**src/rtl/msrv32_hpm_pkg.sv**
```systemverilog
`default_nettype none
// ============================================================================
//  Module      : msrv32_hpm_pkg
//  Description : Shared constants and helpers for the machine counter bank.
//  Revision    : 1.0 - initial release
// ============================================================================
package msrv32_hpm_pkg;

    localparam logic [11:0] CSR_MCOUNTINHIBIT = 12'h320;
    localparam logic [11:0] CSR_MHPMEVENT3    = 12'h323;
    localparam logic [11:0] CSR_MCYCLE        = 12'hB00;
    localparam logic [11:0] CSR_MINSTRET      = 12'hB02;
    localparam logic [11:0] CSR_MHPMCOUNTER3  = 12'hB03;
    localparam logic [11:0] CSR_CYCLE         = 12'hC00;
    localparam logic [11:0] CSR_HI_OFFSET     = 12'h080;
    localparam logic [11:0] CSR_INDEX_MASK    = 12'h01F;

    localparam logic [1:0] CSR_OP_NONE  = 2'b00;
    localparam logic [1:0] CSR_OP_WRITE = 2'b01;
    localparam logic [1:0] CSR_OP_SET   = 2'b10;
    localparam logic [1:0] CSR_OP_CLEAR = 2'b11;

    localparam int OF_BIT       = 31;
    localparam int INH_CY       = 0;
    localparam int INH_IR       = 2;
    localparam int INH_HPM_BASE = 3;

    function automatic int sel_width(input int num_events);
        return $clog2(num_events + 1);
    endfunction

    function automatic logic [31:0] csr_merge(input logic [1:0]  op,
                                              input logic [31:0] old_val,
                                              input logic [31:0] operand);
        logic [31:0] res;
        case (op)
            CSR_OP_WRITE: res = operand;
            CSR_OP_SET:   res = old_val | operand;
            CSR_OP_CLEAR: res = old_val & ~operand;
            default:      res = old_val;
        endcase
        return res;
    endfunction

endpackage
`default_nettype wire

```
**src/rtl/msrv32_hpm_counter.sv**
```systemverilog
`default_nettype none
// ============================================================================
//  Module      : msrv32_hpm_counter
//  Description : One wide counter with optional event selector and OF flag.
//  Revision    : 1.0 - initial release
// ============================================================================
module msrv32_hpm_counter
    import msrv32_hpm_pkg::*;
#(
    parameter int CTR_WIDTH  = 64,
    parameter int NUM_EVENTS = 8,
    parameter int HAS_EVENT  = 1
) (
    input  logic                  clk_in,
    input  logic                  rst_in,
    input  logic                  inhibit,
    input  logic                  direct_inc,
    input  logic [NUM_EVENTS-1:0] event_vec,
    input  logic [1:0]            op,
    input  logic [31:0]           operand,
    input  logic                  wr_lo,
    input  logic                  wr_hi,
    input  logic                  wr_evt,
    output logic [CTR_WIDTH-1:0]  count,
    output logic [31:0]           evt_reg,
    output logic                  of_flag
);

    localparam int SEL_W = sel_width(NUM_EVENTS);
    localparam int HI_W  = CTR_WIDTH - 32;
    localparam logic [CTR_WIDTH-1:0] C_ONE = 1;

    logic [CTR_WIDTH-1:0] r_cnt;
    logic                 w_inc;
    logic                 w_inc_en;
    logic                 w_wrap;
    logic [31:0]          w_hi_old;
    logic [31:0]          w_lo_new;
    logic [31:0]          w_hi_new;

    assign w_hi_old = 32'(r_cnt[CTR_WIDTH-1:32]);
    assign w_lo_new = csr_merge(op, r_cnt[31:0], operand);
    assign w_hi_new = csr_merge(op, w_hi_old, operand);
    // A software write to either half suppresses this cycle's increment
    assign w_inc_en = w_inc & ~inhibit & ~wr_lo & ~wr_hi;
    assign w_wrap   = w_inc_en & (&r_cnt);
    assign count    = r_cnt;

    always_ff @(posedge clk_in) begin
        if (rst_in) begin
            r_cnt <= '0;
        end else if (wr_lo || wr_hi) begin
            if (wr_lo) r_cnt[31:0]           <= w_lo_new;
            if (wr_hi) r_cnt[CTR_WIDTH-1:32] <= w_hi_new[HI_W-1:0];
        end else if (w_inc_en) begin
            r_cnt <= r_cnt + C_ONE;
        end
    end

    if (HAS_EVENT != 0) begin : g_evt
        logic [SEL_W-1:0] r_sel;
        logic             r_of;
        logic             w_evt_hit;
        logic [31:0]      w_evt_new;
        logic             w_unused_direct;

        assign w_unused_direct = direct_inc;

        // sel = 0 or beyond the event count never matches
        always_comb begin
            w_evt_hit = 1'b0;
            for (int k = 1; k <= NUM_EVENTS; k++) begin
                if (r_sel == SEL_W'(k)) w_evt_hit = event_vec[k-1];
            end
        end

        always_comb begin
            evt_reg              = '0;
            evt_reg[SEL_W-1:0]   = r_sel;
            evt_reg[OF_BIT]      = r_of;
        end

        assign w_evt_new = csr_merge(op, evt_reg, operand);
        assign w_inc     = w_evt_hit;
        assign of_flag   = r_of;

        always_ff @(posedge clk_in) begin
            if (rst_in) begin
                r_sel <= '0;
                r_of  <= 1'b0;
            end else if (wr_evt) begin
                r_sel <= w_evt_new[SEL_W-1:0];
                r_of  <= w_evt_new[OF_BIT] | w_wrap;
            end else begin
                r_of  <= r_of | w_wrap;
            end
        end
    end else begin : g_no_evt
        logic w_unused_evt;

        assign w_unused_evt = ^{event_vec, wr_evt, w_wrap};
        assign w_inc        = direct_inc;
        assign evt_reg      = '0;
        assign of_flag      = 1'b0;
    end

endmodule
`default_nettype wire

```
**src/rtl/msrv32_hpm_counter_bank.sv**
```systemverilog
`default_nettype none
// ============================================================================
//  Module      : msrv32_hpm_counter_bank
//  Description : mcycle/minstret, NUM_HPM perf counters and mcountinhibit.
//  Revision    : 1.0 - initial release
// ============================================================================
module msrv32_hpm_counter_bank
    import msrv32_hpm_pkg::*;
#(
    parameter int NUM_HPM    = 4,
    parameter int CTR_WIDTH  = 64,
    parameter int NUM_EVENTS = 8
) (
    input  logic                  clk_in,
    input  logic                  rst_in,
    input  logic                  wr_en_in,
    input  logic [11:0]           csr_addr_in,
    input  logic [2:0]            csr_op_in,
    input  logic [4:0]            csr_uimm_in,
    input  logic [31:0]           csr_data_in,
    input  logic                  instret_inc_in,
    input  logic [NUM_EVENTS-1:0] event_in,
    output logic [31:0]           csr_data_out,
    output logic                  csr_hit_out,
    output logic                  csr_ro_out,
    output logic                  ovf_irq_out,
    output logic [NUM_HPM-1:0]    ovf_vec_out
);

    localparam logic [31:0] C_INH_MASK = (32'h1 << INH_CY) | (32'h1 << INH_IR)
                                       | (((32'h1 << NUM_HPM) - 32'h1) << INH_HPM_BASE);
    localparam logic [4:0] C_IDX_CY  = CSR_MCYCLE[4:0];
    localparam logic [4:0] C_IDX_IR  = CSR_MINSTRET[4:0];
    localparam logic [4:0] C_IDX_HPM = CSR_MHPMCOUNTER3[4:0];

    logic [31:0]          r_inh;
    logic [31:0]          w_operand;
    logic                 w_wr_cmd;
    logic [11:0]          w_base;
    logic [4:0]           w_idx;
    logic                 w_is_hi;
    logic                 w_ctr_region;
    logic                 w_shd_region;
    logic                 w_is_inh;
    logic                 w_idx_impl;
    logic                 w_evt_impl;
    logic [CTR_WIDTH-1:0] w_ctr_val;
    logic [63:0]          w_ctr_val64;
    logic [31:0]          w_evt_val;
    logic                 w_ctr_wr;
    logic                 w_cy_wr_lo, w_cy_wr_hi, w_ir_wr_lo, w_ir_wr_hi;
    logic [NUM_HPM-1:0]   w_hpm_wr_lo, w_hpm_wr_hi, w_hpm_wr_evt;
    logic [CTR_WIDTH-1:0] w_cy_cnt, w_ir_cnt;
    logic [CTR_WIDTH-1:0] w_hpm_cnt [NUM_HPM];
    logic [31:0]          w_hpm_evt [NUM_HPM];
    logic [31:0]          w_unused_cy_evt, w_unused_ir_evt;
    logic                 w_unused_cy_of, w_unused_ir_of;

    assign w_operand    = csr_op_in[2] ? {27'b0, csr_uimm_in} : csr_data_in;
    assign w_wr_cmd     = wr_en_in && (csr_op_in[1:0] != CSR_OP_NONE);
    // Counter and shadow pages share one layout: bit 7 = hi half, [4:0] = index
    assign w_base       = csr_addr_in & ~(CSR_HI_OFFSET | CSR_INDEX_MASK);
    assign w_idx        = csr_addr_in[4:0];
    assign w_is_hi      = |(csr_addr_in & CSR_HI_OFFSET);
    assign w_ctr_region = (w_base == CSR_MCYCLE);
    assign w_shd_region = (w_base == CSR_CYCLE);
    assign w_is_inh     = (csr_addr_in == CSR_MCOUNTINHIBIT);
    assign w_ctr_wr     = w_wr_cmd && w_ctr_region && w_idx_impl;

    always_comb begin
        w_idx_impl   = 1'b0;
        w_ctr_val    = '0;
        w_evt_impl   = 1'b0;
        w_evt_val    = '0;
        w_hpm_wr_lo  = '0;
        w_hpm_wr_hi  = '0;
        w_hpm_wr_evt = '0;
        if (w_idx == C_IDX_CY) begin
            w_idx_impl = 1'b1;
            w_ctr_val  = w_cy_cnt;
        end
        if (w_idx == C_IDX_IR) begin
            w_idx_impl = 1'b1;
            w_ctr_val  = w_ir_cnt;
        end
        for (int i = 0; i < NUM_HPM; i++) begin
            if (w_idx == C_IDX_HPM + 5'(i)) begin
                w_idx_impl     = 1'b1;
                w_ctr_val      = w_hpm_cnt[i];
                w_hpm_wr_lo[i] = w_wr_cmd && w_ctr_region && !w_is_hi;
                w_hpm_wr_hi[i] = w_wr_cmd && w_ctr_region && w_is_hi;
            end
            if (csr_addr_in == CSR_MHPMEVENT3 + 12'(i)) begin
                w_evt_impl      = 1'b1;
                w_evt_val       = w_hpm_evt[i];
                w_hpm_wr_evt[i] = w_wr_cmd;
            end
        end
    end

    assign w_cy_wr_lo = w_ctr_wr && (w_idx == C_IDX_CY) && !w_is_hi;
    assign w_cy_wr_hi = w_ctr_wr && (w_idx == C_IDX_CY) && w_is_hi;
    assign w_ir_wr_lo = w_ctr_wr && (w_idx == C_IDX_IR) && !w_is_hi;
    assign w_ir_wr_hi = w_ctr_wr && (w_idx == C_IDX_IR) && w_is_hi;

    assign w_ctr_val64 = 64'(w_ctr_val);

    always_comb begin
        csr_data_out = '0;
        if (w_is_inh)   csr_data_out = r_inh;
        if (w_evt_impl) csr_data_out = w_evt_val;
        if ((w_ctr_region || w_shd_region) && w_idx_impl)
            csr_data_out = w_is_hi ? w_ctr_val64[63:32] : w_ctr_val64[31:0];
    end

    assign csr_hit_out = w_is_inh || w_evt_impl || ((w_ctr_region || w_shd_region) && w_idx_impl);
    assign csr_ro_out  = w_shd_region && w_idx_impl;
    assign ovf_irq_out = |ovf_vec_out;

    always_ff @(posedge clk_in) begin
        if (rst_in) begin
            r_inh <= '0;
        end else if (w_wr_cmd && w_is_inh) begin
            r_inh <= csr_merge(csr_op_in[1:0], r_inh, w_operand) & C_INH_MASK;
        end
    end

    msrv32_hpm_counter #(
        .CTR_WIDTH (CTR_WIDTH),
        .NUM_EVENTS(NUM_EVENTS),
        .HAS_EVENT (0)
    ) u_mcycle (
        .clk_in    (clk_in),
        .rst_in    (rst_in),
        .inhibit   (r_inh[INH_CY]),
        .direct_inc(1'b1),
        .event_vec ('0),
        .op        (csr_op_in[1:0]),
        .operand   (w_operand),
        .wr_lo     (w_cy_wr_lo),
        .wr_hi     (w_cy_wr_hi),
        .wr_evt    (1'b0),
        .count     (w_cy_cnt),
        .evt_reg   (w_unused_cy_evt),
        .of_flag   (w_unused_cy_of)
    );

    msrv32_hpm_counter #(
        .CTR_WIDTH (CTR_WIDTH),
        .NUM_EVENTS(NUM_EVENTS),
        .HAS_EVENT (0)
    ) u_minstret (
        .clk_in    (clk_in),
        .rst_in    (rst_in),
        .inhibit   (r_inh[INH_IR]),
        .direct_inc(instret_inc_in),
        .event_vec ('0),
        .op        (csr_op_in[1:0]),
        .operand   (w_operand),
        .wr_lo     (w_ir_wr_lo),
        .wr_hi     (w_ir_wr_hi),
        .wr_evt    (1'b0),
        .count     (w_ir_cnt),
        .evt_reg   (w_unused_ir_evt),
        .of_flag   (w_unused_ir_of)
    );

    for (genvar i = 0; i < NUM_HPM; i++) begin : g_hpm
        msrv32_hpm_counter #(
            .CTR_WIDTH (CTR_WIDTH),
            .NUM_EVENTS(NUM_EVENTS),
            .HAS_EVENT (1)
        ) u_hpm (
            .clk_in    (clk_in),
            .rst_in    (rst_in),
            .inhibit   (r_inh[INH_HPM_BASE+i]),
            .direct_inc(1'b0),
            .event_vec (event_in),
            .op        (csr_op_in[1:0]),
            .operand   (w_operand),
            .wr_lo     (w_hpm_wr_lo[i]),
            .wr_hi     (w_hpm_wr_hi[i]),
            .wr_evt    (w_hpm_wr_evt[i]),
            .count     (w_hpm_cnt[i]),
            .evt_reg   (w_hpm_evt[i]),
            .of_flag   (ovf_vec_out[i])
        );
    end

endmodule
`default_nettype wire

```
**config.mk**
```make
export PLATFORM = sky130hd
export DESIGN_NAME = msrv32_hpm_counter_bank
export DESIGN_NICKNAME = d
export VERILOG_FILES = /design/src/rtl/msrv32_hpm_pkg.sv /design/src/rtl/msrv32_hpm_counter.sv /design/src/rtl/msrv32_hpm_counter_bank.sv
export SDC_FILE = /design/constraint.sdc
export NUM_CORES = 2
export LEC_CHECK = 0
export ABC_AREA = 1
export BUFFER_PORTS_ARGS = -buffer_cell sky130_fd_sc_hd__buf_2
export CAP_MARGIN = 15
export CORE_ASPECT_RATIO = 1.5
export CORE_MARGIN = 2
export CORE_UTILIZATION = 30
export CTS_CLUSTER_SIZE = 24
export DETAILED_ROUTE_END_ITERATION = 7
export SLEW_MARGIN = 20
export SYNTH_ARGS = -nofsm -noshare
export SYNTH_HDL_FRONTEND = slang
export SYNTH_HIERARCHICAL = 1
export SYNTH_SLANG_ARGS = --single-unit
```
**constraint.sdc**
```tcl
create_clock -name clk_in -period 2.25 [get_ports clk_in]
set_input_delay 0.1125 -clock clk_in [delete_from_list [all_inputs] [get_ports clk_in]]
set_output_delay 0.1125 -clock clk_in [all_outputs]
set_load 0.005 [all_outputs]
```
== After elaboration in Yosys (flattened, before gate mapping) ==
Index checks and enable logic that the tools add are counted.

* Word-level logic and storage cells: 343
* Bits in registers: 410
* Input bits: 64
* Output and inout bits: 39

* Reduce and logical (&&, ||, !) cells: 55
* Muxes and demuxes: 114
* Bitwise gates (word level): 82
* Equal/unequal tests: 65
* Add/subtract/negate cells: 6

{| class="wikitable"
|+ Operator list
! cell !! count
|-
| 32-bit one-hot mux with 3 select lines || 16
|-
| 64-bit 2-to-1 mux || 18
|-
| 32-bit 2-to-1 mux || 20
|-
| 32-bit bitwise AND || 16
|-
| 32-bit bitwise OR || 16
|-
| 64-bit by 1-bit adder with 64-bit output (second input constant) || 6
|-
| 64-bit AND reduction || 4
|-
| 4-bit by 3-bit equality test with 1-bit output (second input constant) || 16
|-
| 12-bit by 10-bit equality test with 1-bit output (second input constant) || 5
|-
| 1-bit 2-to-1 mux || 58
|-
| 3-bit AND reduction || 12
|-
| 4-bit by 2-bit equality test with 1-bit output (second input constant) || 8
|-
| 32-bit inverter || 1
|-
| 2-bit by 1-bit != test with 1-bit output (second input constant) || 12
|-
| 1-bit bitwise AND || 21
|-
| 7-bit one-hot mux with 3 select lines || 1
|-
| 1-bit inverter || 18
|-
| 4-bit by 1-bit equality test with 1-bit output (second input constant) || 4
|-
| 4-bit equality test (second input constant) || 4
|-
| 4-bit != test (second input constant) || 4
|-
| 5-bit by 3-bit equality test with 1-bit output (second input constant) || 3
|-
| 1-bit logical AND || 14
|-
| 2-bit nonzero test || 7
|-
| 6-bit equality test (second input constant) || 2
|-
| other kinds (14) || 36
|}

== Logic depth before layout (Yosys ltp) ==
* Depth after elaboration: 15
* Depth in mapped cells: 17
* Depth with buffers taken out: 15

== Cells and area by module ==
The synthesis kept the hierarchy.

{| class="wikitable"
|+ By module, submodules not included
! module !! times used !! cells each !! area an instance (um2)
|-
| msrv32_hpm_counter at g_hpm[0].u_hpm ... || 4 || 1,256 || 6,759.0
|-
| msrv32_hpm_counter at u_mcycle ... || 2 || 1,084 || 6,110.9
|-
| msrv32_hpm_counter_bank || 1 || 1,312 || 5,874.4
|}

== Worst setup path after synthesis ==
Ideal clock, no wire load.

* Kind: input port to flip-flop
* Start point: input csr_addr_in[4]
* End point: register u_minstret.r_cnt[2] (netlist: u_minstret/count[2])
* Path slack: 0.165 ns
* Setup time: 0.130 ns
* Arrival: 1.954 ns
* Path buffers: 4
* Stages: 14
* Path through: buf_2 -> inv_2 -> nand2_1 -> nor2_1 -> clkbuf_1 -> nand3_1 -> nor2_1 -> nor2_2 -> inv_1 -> buf_2 -> buf_1 -> nand3_1 -> o211ai_1 -> a21oi_1

* Elaborated cells on any way between the ends: 26
* Classes of those cells: eq/ne: 7; mux: 7; bitwise: 4; reduce/logical: 8

{| class="wikitable"
|+ RTL lines
! item !! line !! RTL
|-
| start, declared || msrv32_hpm_counter_bank.sv:17 || <nowiki>input logic [11:0] csr_addr_in,</nowiki>
|-
| 5-bit logical NOT || msrv32_hpm_counter_bank.sv:78 || <nowiki>if (w_idx == C_IDX_CY) begin</nowiki>
|-
| 1-bit 2-to-1 mux || msrv32_hpm_counter_bank.sv:78 ||
|-
| 1-bit 2-to-1 mux || msrv32_hpm_counter_bank.sv:82 || <nowiki>if (w_idx == C_IDX_IR) begin</nowiki>
|-
| 1-bit 2-to-1 mux (4 in a row) || msrv32_hpm_counter_bank.sv:87 || <nowiki>if (w_idx == C_IDX_HPM + 5'(i)) begin</nowiki>
|-
| 1-bit logical AND || msrv32_hpm_counter_bank.sv:68 || <nowiki>assign w_ctr_wr = w_wr_cmd && w_ctr_region && w_idx_impl;</nowiki>
|-
| 1-bit logical AND * (2 in a row) || msrv32_hpm_counter_bank.sv:104 || <nowiki>assign w_ir_wr_hi = w_ctr_wr && (w_idx == C_IDX_IR) && w_is_hi;</nowiki>
|-
| named net w_ir_wr_hi || msrv32_hpm_counter_bank.sv:51 || <nowiki>logic w_cy_wr_lo, w_cy_wr_hi, w_ir_wr_lo, w_ir_wr_hi;</nowiki>
|-
| 1-bit inverter || msrv32_hpm_counter.sv:45 || <nowiki>assign w_inc_en = w_inc & ~inhibit & ~wr_lo & ~wr_hi;</nowiki>
|-
| 1-bit bitwise AND || msrv32_hpm_counter.sv:45 ||
|-
| 2-bit nonzero test (no line) || -- ||
|-
| 3-bit AND reduction (no line) || -- ||
|-
| end signal, assigned || msrv32_hpm_counter.sv:53 || <nowiki>if (wr_lo) r_cnt[31:0] <= w_lo_new;</nowiki>
|-
| end signal, assigned by index || msrv32_hpm_counter.sv:54 || <nowiki>if (wr_hi) r_cnt[CTR_WIDTH-1:32] <= w_hi_new[HI_W-1:0];</nowiki>
|-
| end signal, assigned || msrv32_hpm_counter.sv:56 || <nowiki>r_cnt <= r_cnt + C_ONE;</nowiki>
|-
| end, declared || msrv32_hpm_counter.sv:33 || <nowiki>logic [CTR_WIDTH-1:0] r_cnt;</nowiki>
|}

The timed path passes the listed nets; every way through them passes the cells marked *.
A chain may end at the register's enable or synchronous reset.

== Worst setup path after layout ==
* Start point: register u_mcycle.r_cnt[6] (netlist: u_mcycle/count[6])
* End point: output csr_data_out[6]

* Word-level cells in the longest chain between the ends: 8

{| class="wikitable"
|+ Ends and longest elaborated chain
! item !! line !! RTL
|-
| start, declared || msrv32_hpm_counter.sv:33 ||
|-
| start signal, assigned || msrv32_hpm_counter.sv:53 ||
|-
| start signal, assigned by index || msrv32_hpm_counter.sv:54 ||
|-
| start signal, assigned || msrv32_hpm_counter.sv:56 ||
|-
| 64-bit 2-to-1 mux || msrv32_hpm_counter_bank.sv:78 ||
|-
| 64-bit 2-to-1 mux || msrv32_hpm_counter_bank.sv:82 ||
|-
| 64-bit 2-to-1 mux (4 in a row) || msrv32_hpm_counter_bank.sv:87 ||
|-
| 32-bit 2-to-1 mux || msrv32_hpm_counter_bank.sv:113 || <nowiki>csr_data_out = w_is_hi ? w_ctr_val64[63:32] : w_ctr_val64[31:0];</nowiki>
|-
| 32-bit 2-to-1 mux || msrv32_hpm_counter_bank.sv:112 || <nowiki>if ((w_ctr_region || w_shd_region) && w_idx_impl)</nowiki>
|-
| end, declared || msrv32_hpm_counter_bank.sv:23 || <nowiki>output logic [31:0] csr_data_out,</nowiki>
|}

Every way passes these cells.

==> key figures <==
Worst setup path
  • Setup crit start kind: register
  • Crit-path cells: nand4_1 -> nand2_4 -> nor2_4 -> nand4_1 -> nand2_1 -> nand2_1 -> nand2_1 -> nand2_2 -> buf_2
  • Critical Path Slowest Stage Cell: dfxtp_4
  • Reg-to-reg startpoint: g_hpm[3].u_hpm/count[0]$_SDFFE_PP0P_
  • Crit Path Class: reg2out
  • Worst setup EP type: output port
  • CP max FO: 2
  • RR Endpoint: g_hpm[3].u_hpm/count[40]$_SDFFE_PP0P_
  • Reg2Reg Setup Slack: 60 ps
  • WP data arrival: 2360 ps
  • FF-to-FF path depth: 11
  • CP peak stage delay: 360 ps
  • Delay-heaviest family, CP: simple AND/OR/NAND/NOR gates
  • Worst EP required: 2140 ps
  • WP buf/inv: 1
  • Crit-path most repeated cell: nand2_1

STA
  • Fmax: 405 MHz
  • Final hold vios: 0
  • Slew Viols, Final: 0
  • Worst setup margin: -222 ps
  • Unrepaired setup endpoints after global routing: true
  • Slew @ Worst Pin: 1010 ps
  • Setup Skew: 25.5 ps
  • Fin crit share: 110%
  • Slew headroom: 33.0%
  • Post-layout minimum cycle time: 2470 ps
  • Finish-stage setup viols: 14

Die
  • Starting density of the core: 30.2%
  • Die X: 319 um
  • Core area: 148000 um2
  • I/O pin count: 103
  • Die Height: 476 um
  • Die ar.: 152000 um2
  • Row cnt: 173

Global route
  • GRT overflow: 0
  • First-pass GRT wire length: 399000 um
  • Via count of the first global-routing pass: 56.5k
  • Largest net degree at the start of global routing: 75
  • Total GRT Usage: 35.8%
  • Initial antenna violation count: 15

Cells and area
  • Layout area overhead: 28.4%
  • Area of the multi-input gates: 32000 um2
  • Post-route core utilization: 38.8%
  • Non-Filler Instances: 11.1k
  • Seq. cell area: 8480 um2
  • # nets final: 9213
  • Layout cells sized above 1: 18.7%
  • Fillers: 16.4k

Clocking
  • Maximum clock path buffer count: 3
  • CTS Hold Buffers Added: 0
  • CTS Buf Count: 53
  • CTS Sinks: 410
  • H-tree Lvls: 2
  • CTS tree: built
  • Root Driver: clkbuf_16
  • Clock latency on the worst-skew pair: 680 ps
  • Reg clk slew, reported paths: 60 ps

Routing
  • Drt via density: 5.49
  • DRT iter0 DRCs: 6838
  • Vias: 60.9k
  • Routed wire length per instance: 25.5 um
  • WL final: 283000 um
  • DRC: 0
  • Detail Route Antenna Nets: 0
  • Drt pass-1 iters: 8

Pwr
  • Worst vdd ir: 0.634 mV
  • Clock share of power: 45.9%
  • Power consumption: 20.7 mW
  • Psw: 6.72 mW
  • P_int: 14.0 mW
  • P_leak: 24.6 nW
  • Comb pwr share: 17.1%
  • Power Density: 362 nW/um2
  • Flop pwr share: 37.0%
  • Sw frac: 32.4%

Hold path
  • Hold Path Origin: csr_data_in[6]
  • Hold Crit Endpoint: r_inh[6]$_SDFFE_PP0P_
  • Hold path depth: 6
  • Worst hold path type: in2reg

Synthesis
  • Syn_area_per_cell: 5.29 um2
  • Synth Warn #: 6
  • Mapped Cells: 8435
  • Synthesized cell area: 44600 um2

Status
  • Failing checks: setup timing
  • Status: complete, but fails checks

Place
  • Dpl cells: 11.0k
  • Placer Congestion: 1.14
  • Final HPWL DP: 223000 um
  • Input/output buffers: 102

Job
  • Max-Cap Viols: 0
per-stage QoR:
step	TNS (ps)	cell area (um2)	setup slack, ps	hold slack, ps
floorplan	0	45000	165	182
global placement	-148670	53700	-629	512
detailed placement	-149020	53700	-607	517
CTS	-794	56500	-184	13.7
global route	-2160	57300	-219	91.2
finish	-948	57300	-222	45.2
flip-flops by register name, indices dropped and copies added, names as in the netlist:
register                 count
g_hpm.u_hpm/count          256
g_hpm.u_hpm/g_evt.r_sel     16
g_hpm.u_hpm/of_flag          4
r_inh                        6
u_mcycle/count              64
u_minstret/count            64
repair_timing:
action / in CTS / in global routing
endpoints found under the setup margin: 34 / 124
setup buffers: 6 / 26
pin swaps: 57 / 101
cloned: 1 / 5
resized for setup: 339 / 183
power by group through the flow:
| stage | Sequential [mW] | Combinational, mW | Clock (mW) |
|---|---|---|---|
| after floorplan | 7.69 | 1.67 | 0 |
| after global placement | 7.81 | 3.29 | 0 |
| after detailed placement | 7.81 | 3.32 | 0 |
| after CTS | 7.65 | 3.38 | 9.61 |
| after global routing | 7.66 | 3.75 | 9.82 |
| final | 7.66 | 3.55 | 9.51 |
worst reg2reg max path, delay by kind of cell (launching register included):
kind / cells / cell delay, ps
fa+ha+maj: 1 / 290
buf+inv: 1 / 80
flops: 1 / 350
simple gates: 9 / 1410
per-layer routing:
| layer | wire length (um) | part of all wire (%) | track usage [%] | vias to the layer above |
|---|---|---|---|---|
| met1 | 104000 | 37 | 40.8 | 28385 |
| met3 | 22800 | 8.1 | 6.00 | 962 |
| met5 | 57 | 0.020 | 0 | - |
| met4 | 32900 | 12 | 33.5 | 8 |
| li1 | - | - | - | 28377 |
| met2 | 124000 | 44 | 56.8 | 3145 |
cell type report:
class	count	area share, %
antenna	4	0.0175
clock buffer	75	2.74
clock inverter	22	0.428
inverter	925	6.07
multi-input combinational	6731	55.9
sequential	410	14.8
tap	1925	4.20
timing repair buffer	1006	15.8
cell usage in the layout, fill, tap and decap left out, types with 90 or more instances in the layout:
cell type	instances
nand2_2	100
nand3_1	530
buf_4	759
o22ai_1	90
buf_2	95
nor2_2	114
buf_12	124
a21oi_1	425
nor2_1	1436
o21ai_0	640
conb_1	109
inv_1	882
dfxtp_2	115
nand4_1	234
o211ai_1	171
nand2_1	2386
dfxtp_1	260
nor2_4	112
worst max path at each step:
| stage | start | to | slack [ps] | depth (start not counted) |
|---|---|---|---|---|
| floorplan | csr_addr_in[4] | u_minstret/count[2]$_SDFFE_PP0P_ | 170 | 14 |
| global placement | csr_addr_in[5] | g_hpm[0].u_hpm/count[41]$_SDFFE_PP0P_ | -630 | 16 |
| detailed placement | csr_addr_in[5] | g_hpm[0].u_hpm/count[41]$_SDFFE_PP0P_ | -610 | 16 |
| CTS | u_mcycle/count[6]$_SDFFE_PP0P_ | csr_data_out[6] | -180 | 9 |
| global route | u_mcycle/count[10]$_SDFFE_PP0P_ | csr_data_out[10] | -220 | 9 |
| finish | u_mcycle/count[6]$_SDFFE_PP0P_ | csr_data_out[6] | -220 | 9 |
(Power assumes the default switching activity.)
